### src/rtl/router_pkg.sv
// Shared types and constants for the router egress (rx) port.
package router_pkg;

    localparam int LEN_W          = 6;
    localparam int ADDR_W         = 2;
    // Router FIFO soft-resets after this many cycles without a read.
    localparam int SOFT_RST_LIMIT = 30;

    typedef enum logic [2:0] {
        IDLE,
        WAIT,
        HDR_REQ,
        HDR_CAP,
        BODY
    } rx_state_t;

endpackage

### src/rtl/router_rx_parity.sv
// Running XOR parity register: clear, load with the header byte,
// accumulate payload bytes, and compare against an incoming parity byte.
module router_rx_parity
    import router_pkg::*;
#(
    parameter int DATA_W = 8
) (
    input  logic              clk,
    input  logic              reset,
    input  logic              clr,
    input  logic              load,
    input  logic              acc_en,
    input  logic [DATA_W-1:0] din,
    output logic              match
);

    logic [DATA_W-1:0] acc_q, acc_d;

    // next accumulator value: clear wins over load, load wins over accumulate
    always_comb begin
        acc_d = acc_q;
        if (clr) begin
            acc_d = '0;
        end else if (load) begin
            acc_d = din;
        end else if (acc_en) begin
            acc_d = acc_q ^ din;
        end
    end

    // accumulator register
    always_ff @(posedge clk or negedge reset) begin
        if (!reset) begin
            acc_q <= '0;
        end else begin
            acc_q <= acc_d;
        end
    end

    assign match = (acc_q == din);

endmodule

### src/rtl/router_rx_port.sv
// Egress consumer for one router output port: pops the port FIFO, parses
// header / payload / parity, streams payload bytes and reports per-packet
// status. Define RX_STATS_EN to enable the saturating rx_cnt / err_cnt
// counters; otherwise both outputs are tied to zero.
module router_rx_port
    import router_pkg::*;
#(
    parameter int PORT_ID    = 0,
    parameter int READ_DELAY = 2,
    parameter int TIMEOUT    = 40
) (
    input  logic        clk,
    input  logic        reset,
    input  logic        valid_out,
    input  logic [7:0]  data_out,
    output logic        read_enb,
    output logic [7:0]  pl_data,
    output logic        pl_valid,
    output logic        pkt_done,
    output logic        pkt_err,
    output logic        addr_err,
    output logic        pkt_abort,
    output logic [5:0]  rx_len,
    output logic [15:0] rx_cnt,
    output logic [15:0] err_cnt
);

    localparam logic [ADDR_W-1:0] MY_ADDR  = ADDR_W'(PORT_ID);
    localparam logic [4:0]        DLY_INIT = 5'(READ_DELAY);
    localparam logic [15:0]       TO_LIM   = 16'(TIMEOUT);

    rx_state_t         state_q, state_d;
    logic [4:0]        dly_q, dly_d;
    logic [6:0]        req_q, req_d;      // reads issued in the current phase
    logic [6:0]        need_q, need_d;    // bytes the current phase needs
    logic [6:0]        cap_q, cap_d;      // body bytes captured so far
    logic [15:0]       to_q, to_d;        // cycles since last capture
    logic              read_enb_q, read_enb_d;
    logic              rd_q;              // data_out holds a requested byte
    logic [ADDR_W-1:0] addr_q, addr_d;
    logic [LEN_W-1:0]  rx_len_q, rx_len_d;
    logic [7:0]        pl_data_q, pl_data_d;
    logic              pl_valid_q, pl_valid_d;
    logic              pkt_done_q, pkt_done_d;
    logic              pkt_err_q, pkt_err_d;
    logic              addr_err_q, addr_err_d;
    logic              pkt_abort_q, pkt_abort_d;
    logic              par_clr, par_load, par_acc, par_match;

    router_rx_parity #(.DATA_W(8)) u_parity (
        .clk    (clk),
        .reset  (reset),
        .clr    (par_clr),
        .load   (par_load),
        .acc_en (par_acc),
        .din    (data_out),
        .match  (par_match)
    );

    // packet parser: next state, read requests, capture and status pulses
    always_comb begin
        state_d     = state_q;
        dly_d       = dly_q;
        req_d       = req_q;
        need_d      = need_q;
        cap_d       = cap_q;
        to_d        = to_q;
        addr_d      = addr_q;
        rx_len_d    = rx_len_q;
        pl_data_d   = pl_data_q;
        pl_valid_d  = 1'b0;
        pkt_done_d  = 1'b0;
        pkt_err_d   = 1'b0;
        addr_err_d  = 1'b0;
        pkt_abort_d = 1'b0;
        read_enb_d  = 1'b0;
        par_clr     = 1'b0;
        par_load    = 1'b0;
        par_acc     = 1'b0;

        case (state_q)
            IDLE: begin
                req_d   = '0;
                cap_d   = '0;
                need_d  = 7'd1;
                to_d    = '0;
                par_clr = 1'b1;
                if (valid_out) begin
                    state_d = WAIT;
                    dly_d   = DLY_INIT;
                end
            end

            WAIT: begin
                if (dly_q == 5'd0) begin
                    state_d = HDR_REQ;
                end else begin
                    dly_d = dly_q - 5'd1;
                end
            end

            HDR_REQ: begin
                if (valid_out && (req_q < need_q)) begin
                    read_enb_d = 1'b1;
                    req_d      = req_q + 7'd1;
                    state_d    = HDR_CAP;
                end
            end

            HDR_CAP: begin
                if (rd_q) begin
                    rx_len_d = data_out[7:2];
                    addr_d   = data_out[1:0];
                    par_load = 1'b1;
                    need_d   = 7'(data_out[7:2]) + 7'd1;
                    req_d    = '0;
                    cap_d    = '0;
                    to_d     = '0;
                    state_d  = BODY;
                end else if (to_q >= TO_LIM) begin
                    pkt_abort_d = 1'b1;
                    state_d     = IDLE;
                end else begin
                    to_d = to_q + 16'd1;
                end
            end

            BODY: begin
                if (valid_out && (req_q < need_q)) begin
                    read_enb_d = 1'b1;
                    req_d      = req_q + 7'd1;
                end
                if (rd_q) begin
                    to_d  = '0;
                    cap_d = cap_q + 7'd1;
                    if (cap_q == need_q - 7'd1) begin
                        // trailing parity byte closes the packet
                        pkt_done_d = 1'b1;
                        pkt_err_d  = ~par_match;
                        addr_err_d = (addr_q != MY_ADDR);
                        read_enb_d = 1'b0;
                        state_d    = IDLE;
                    end else begin
                        par_acc    = 1'b1;
                        pl_data_d  = data_out;
                        pl_valid_d = 1'b1;
                    end
                end else if (to_q >= TO_LIM) begin
                    pkt_abort_d = 1'b1;
                    read_enb_d  = 1'b0;
                    state_d     = IDLE;
                end else begin
                    to_d = to_q + 16'd1;
                end
            end

            default: begin
                state_d = IDLE;
            end
        endcase
    end

    // state and registered outputs
    always_ff @(posedge clk or negedge reset) begin
        if (!reset) begin
            state_q     <= IDLE;
            dly_q       <= '0;
            req_q       <= '0;
            need_q      <= '0;
            cap_q       <= '0;
            to_q        <= '0;
            read_enb_q  <= 1'b0;
            rd_q        <= 1'b0;
            addr_q      <= '0;
            rx_len_q    <= '0;
            pl_data_q   <= '0;
            pl_valid_q  <= 1'b0;
            pkt_done_q  <= 1'b0;
            pkt_err_q   <= 1'b0;
            addr_err_q  <= 1'b0;
            pkt_abort_q <= 1'b0;
        end else begin
            state_q     <= state_d;
            dly_q       <= dly_d;
            req_q       <= req_d;
            need_q      <= need_d;
            cap_q       <= cap_d;
            to_q        <= to_d;
            read_enb_q  <= read_enb_d;
            rd_q        <= read_enb_q;
            addr_q      <= addr_d;
            rx_len_q    <= rx_len_d;
            pl_data_q   <= pl_data_d;
            pl_valid_q  <= pl_valid_d;
            pkt_done_q  <= pkt_done_d;
            pkt_err_q   <= pkt_err_d;
            addr_err_q  <= addr_err_d;
            pkt_abort_q <= pkt_abort_d;
        end
    end

    assign read_enb  = read_enb_q;
    assign pl_data   = pl_data_q;
    assign pl_valid  = pl_valid_q;
    assign pkt_done  = pkt_done_q;
    assign pkt_err   = pkt_err_q;
    assign addr_err  = addr_err_q;
    assign pkt_abort = pkt_abort_q;
    assign rx_len    = rx_len_q;

`ifdef RX_STATS_EN
    logic [15:0] rx_cnt_q, rx_cnt_d;
    logic [15:0] err_cnt_q, err_cnt_d;

    // saturating counters, updated on the same edge that raises pkt_done
    always_comb begin
        rx_cnt_d  = rx_cnt_q;
        err_cnt_d = err_cnt_q;
        if (pkt_done_d && (rx_cnt_q != 16'hFFFF)) begin
            rx_cnt_d = rx_cnt_q + 16'd1;
        end
        if (pkt_done_d && (pkt_err_d || addr_err_d) && (err_cnt_q != 16'hFFFF)) begin
            err_cnt_d = err_cnt_q + 16'd1;
        end
    end

    // counter registers
    always_ff @(posedge clk or negedge reset) begin
        if (!reset) begin
            rx_cnt_q  <= '0;
            err_cnt_q <= '0;
        end else begin
            rx_cnt_q  <= rx_cnt_d;
            err_cnt_q <= err_cnt_d;
        end
    end

    assign rx_cnt  = rx_cnt_q;
    assign err_cnt = err_cnt_q;
`else
    assign rx_cnt  = '0;
    assign err_cnt = '0;
`endif

endmodule

### config.mk
export PLATFORM = sky130hd
export DESIGN_NAME = router_rx_port
export DESIGN_NICKNAME = d
export VERILOG_FILES = /design/src/rtl/router_pkg.sv /design/src/rtl/router_rx_parity.sv /design/src/rtl/router_rx_port.sv
export SDC_FILE = /design/constraint.sdc
export NUM_CORES = 1
export LEC_CHECK = 0
export ABC_AREA = 1
export CORE_MARGIN = 2
export CORE_UTILIZATION = 43
export DETAILED_ROUTE_END_ITERATION = 6
export MAX_ROUTING_LAYER = met4
export PLACE_DENSITY = 0.63
export SYNTH_ARGS = -nofsm -noshare
export SYNTH_HDL_FRONTEND = slang
export SYNTH_SLANG_ARGS = --single-unit
### constraint.sdc
create_clock -name clk -period 2.3 [get_ports clk]
set_input_delay 0.69 -clock clk [delete_from_list [all_inputs] [get_ports clk]]
set_output_delay 0.69 -clock clk [all_outputs]
set_load 0.05 [all_outputs]
# == After elaboration in Yosys (flattened, before gate mapping) ==
# Cells that the tools add are included.
# word_totals
word_cells,110
reg_bits,76
output_inout_bits,52
inputBits,11
# classes
reduce_logical,20
n_eq_ne,15
bitwise,3
muxes,47
add_sub_neg,6
order_cmp,2
# ops
operator,count
case mux 7 bit (3 select lines),2
two-way mux 16 bit,2
case mux 16 bit (2 select lines),1
two-way mux 7 bit,4
two-way mux 8 bit,3
two-way mux 1 bit,22
two-way mux 3 bit,7
"adder 16 x 1 -> 16 bit, second input constant",1
"greater-or-equal comparator 16 x 6 -> 1 bit, second input constant",1
case mux 3 bit (5 select lines),1
"adder 7 x 1 -> 7 bit, second input constant",2
case mux 7 bit (2 select lines),1
"inequality test 2 bit, second input constant",6
AND reduction 3 bit,4
two-way mux 5 bit,2
case mux 5 bit (2 select lines),1
nonzero test 3 bit,3
== test 8 bit,1
nonzero test 2 bit,4
XOR 8 bit,1
"adder 6 x 1 -> 7 bit, second input constant",1
== test 7 bit,1
< comparator 7 bit,1
"subtractor 7 x 1 -> 7 bit, second input constant",1
other kinds (14),20

# == Longest topological paths before layout ==
# logic_depth
ltp_word,8
depth_mapped,14
depth_no_buf,14

# == By module ==
# Synthesis repeated with hierarchy kept, for this count alone.
# hier_totals
cells_unflattened,570
hier_area_um2,4388.0
# modules_own_cells
module,cells_each,seq_area_each_um2,instances,area_each_um2
router_rx_port,471,1701.6,1,3797.4
router_rx_parity,99,200.2,1,590.6

# == Worst setup path before layout ==
# No wires, ideal clock.
# synth_timing
path_kind,register to register
from,register need_q[0]
to,register state_q[2]
stages_incl_launch_ff,13
required_ns,2.167
path_buffers,1
setup_ns,0.133
synth_period_minus_slack_ns,1.620
setup_slack_ns,0.680
t_arrival_ns,1.487
cell_sequence,dfrtp_1 -> inv_2 -> ha_1 -> inv_1 -> nand2_1 -> nand2_1 -> nor2_1 -> nand3_1 -> nor2_1 -> nand2_1 -> nand2_2 -> buf_6 -> o211ai_1
# synth_between
elab_chain_len,4
word_cells_on_any_way,7
cone_classes,add/sub: 1; order compare: 1; eq/ne: 3; reduce/logical: 2
# synth_rtl
item,line,source
from (decl),router_rx_port.sv:35,"logic [6:0] need_q, need_d;"
from (signal assigned),router_rx_port.sv:186,need_q <= need_d;
subtractor 7 x 1 -> 7 bit or < comparator 7 bit (tied branches),"router_rx_port.sv:136, router_rx_port.sv:103",
== test 7 bit or logical AND 1 bit (tied branches),"router_rx_port.sv:136, router_rx_port.sv:103",
inequality test 3 bit (no source line) or inequality test 2 bit (tied branches),n/a,
AND reduction 4 bit (no source line) *,n/a,
to (signal assigned),router_rx_port.sv:183,state_q <= state_d;
to (decl),router_rx_port.sv:32,"rx_state_t state_q, state_d;"
# Mark *: on every way between the ends. The rest lies on a longest branch, timed or not.
# A chain may end at the register's enable or synchronous reset.

# == Worst setup path in the final report ==
# layout_timing
from,register rx_len_q[5] (netlist: rx_len[5])
to,output port rx_len[5]
# layout_lines
item,line,source
from (decl),router_rx_port.sv:41,"logic [LEN_W-1:0] rx_len_q, rx_len_d;"
from (signal assigned),router_rx_port.sv:192,rx_len_q <= rx_len_d;
to (decl),router_rx_port.sv:23,"output logic [5:0] rx_len,"
# No word-level cell between the ends.

==> results.cfg <==
[clock_network]
ctsHoldBuffers = 0
cts_setup_buffers = 0
clk_pin_slew_ps = 80
cts_resized = 0
clock_tree.root_cell = clkbuf_8
clk_latency_ps = 360
clock_path_buffers = 2
cts_tree = built
numCtsBuffers = 9
clock_sinks = 76
htreeDepth = 3

[setup_path]
slowest_delay_ps = 820
cp_num_buf_inv = 1
crit_fanout = 2
slowest_stage = clkdlybuf4s50_1
crit_arrival_ps = 1540
path_class = reg -> out
end_kind = output port
critPathRequiredTime_ps = 1610
crit_path_start_kind = register
crit_chain = clkdlybuf4s50_1
cp_top_family = buffers and inverters

[floorplanning]
coreArea_um2 = 9730
rows = 36
die_h_um = 104
start_util_pct = 44.0
ios = 63
die_w_um = 104
die_area_um2 = 10800

[grt]
grt_overflow = 0
antenna_found_initial = 0
grt_pass1_vias = 3226
grt_start_max_net_pins = 47
grt_pass1_wl_um = 15100
grt.total_usage_pct = 17.7

[sta]
tns_ps = 0
slew_violations = 0
finalWorstSetupSlack_ps = 72.6
post-route-min-period_ps = 2230
worst_slew_pin_slew_ps = 507
setup_viol = 0
max_freq_ghz = 0.449
holdWs_ps = 253
hold_violations = 0
skew_ps = 7.36
relSlewSlack_pct = 66.1
min_period_over_period_pct = 96.8
rsz0062_at_grt = false

[place]
place_hpwl_um = 6460
gp_congestion = 0.844
io_buffers = 30
place_ws_ps = 149

[synth]
synth.most_common_cell = nand2_1
synth-edff-count = 0
synth_commonest_cells = nand2_1 (132), dfrtp_1 (76), inv_1 (67)
synth_xor_area_share_pct = 3.48
synthMuxAreaShare_pct = 0
syn_inst = 538
synthDistinctLibCells = 37
synth-compound-area-share_pct = 9.06
synth_area_per_cell_um2 = 7.96
synthTopCellsByArea = dfrtp_1 (44%), nand2_1 (12%), inv_1 (5.9%)
ys_warn_count = 0
syn_area_um2 = 4280
synthAdderAreaFrac_pct = 4.09
netlist.area_leader.share_pct = 44.4
synth_flop_cell = dfrtp_1
synth_top_family_by_area = simple AND/OR/NAND/NOR gates
synth_top_area_cell = dfrtp_1
synth-async-reset-ratio_pct = 100
synthSimpleGateAreaFrac_pct = 25.5
synth-seq-area-share_pct = 44.4
yosys_register_bits = 76

[routing]
final_antenna_net_count = 0
post_drt_wl_per_cell_um = 12.2
drc = 0
vias = 3408
drtIter0Drc = 129
drtPass1Iterations = 4
routed_wl_um = 8690
viasPerCell = 4.78

[cells_and_area]
drive_gt1_share_pct = 7.76
num-fill-cells = 963
fin_util_pct = 50.0
area_growth_pct = 13.6
nNetsFinal = 601
antenna_cells = 0

[power_and_ir_drop]
p_per_area_nw_per_um2 = 1150
ir_drop_v = 0.000588
p_leak_nw = 2.46
finalPower_mw = 5.61

[hold_path]
hold_class = in -> async

[status]
status = completed

[run]
max_cap_viol_count = 0
==> cells in the final DEF, fill, tap and decap left out, types with 3 or more instances in the layout <==
cell type / instances
nand2_1: 132
dfrtp_1: 76
inv_1: 67
nor2_1: 49
nand3_1: 40
conb_1: 32
clkdlybuf4s50_1: 29
o21ai_0: 20
a21oi_1: 19
ha_1: 14
o21ai_1: 12
xnor2_1: 11
clkbuf_8: 9
inv_2: 7
xor2_1: 6
buf_4: 6
nand2_2: 5
nand4_1: 5
o21a_1: 4
a211oi_1: 3
or2_2: 3
nor3_1: 3
bufinv_16: 3
==> cells by family (layout without fill, tap and decap cells) <==
group / count (synthesis) / after routing
and+or+nand+nor: 249 / 249
buffers and inverters: 114 / 125
other: 1 / 32
AOI/OAI and AO/OA: 67 / 67
adders and majority gates: 14 / 14
DFF: 76 / 76
xor gates and xnor gates: 17 / 17
==> final timing paths <==
check                      startpoint                end  slack [ps]  cells past startpoint
max in group asynchronous       reset          rx_len[0]        1470                      2
hold reg to reg              read_enb               rd_q         380                      0
hold / removal                  reset           to_q[14]         250                      1
setup / recovery            rx_len[5]          rx_len[5]          70                      1
setup reg to reg            need_q[0]  u_parity.acc_q[4]         290                     13
min in group clk             read_enb               rd_q         380                      0
==> power by group <==
part / switching (mW) / internal, mW
sequential: 0.227 / 1.62
clock: 0.505 / 0.716
combinational: 1.72 / 0.814
total: 2.45 / 3.15
==> cell type report <==
cell class	count	area, µm²	area share, %
inverters	74	278	5.71
repair buffers	36	355	7.31
well taps	133	166	3.42
multi-input cells	379	1920	39.5
flip-flops and latches	76	1900	39.1
clock inverters	6	114	2.34
clock buffers	9	124	2.55
==> layer usage <==
layer | wire length [µm] | track usage (%) | up-vias
li1 | - | - | 1707
met1 | 4250 | 23.6 | 1620
met2 | 4000 | 27.0 | 70
met3 | 279 | 2.52 | 11
met4 | 163 | 7.92 | 0
met5 | 0 | - | -
==> stage by stage <==
stage          cells  instance area, µm²
2_1_floorplan    569                4400
3_3_place_gp     698                4620
3_5_place_dp     698                4620
4_1_cts          713                4860
5_1_grt          713                4860
6_report         713                4860
==> flip-flops by register name, summed over array words and instances, names as in the netlist <==
name	flops
state_q	3
need_q	7
read_enb	1
u_parity.acc_q	8
req_q	7
cap_q	7
pkt_abort	1
pkt_done	1
rd_q	1
pl_valid	1
to_q	16
addr_q	2
pkt_err	1
dly_q	5
addr_err	1
rx_len	6
pl_data	8
No activity file was read; power rests on OpenSTA's default activity.
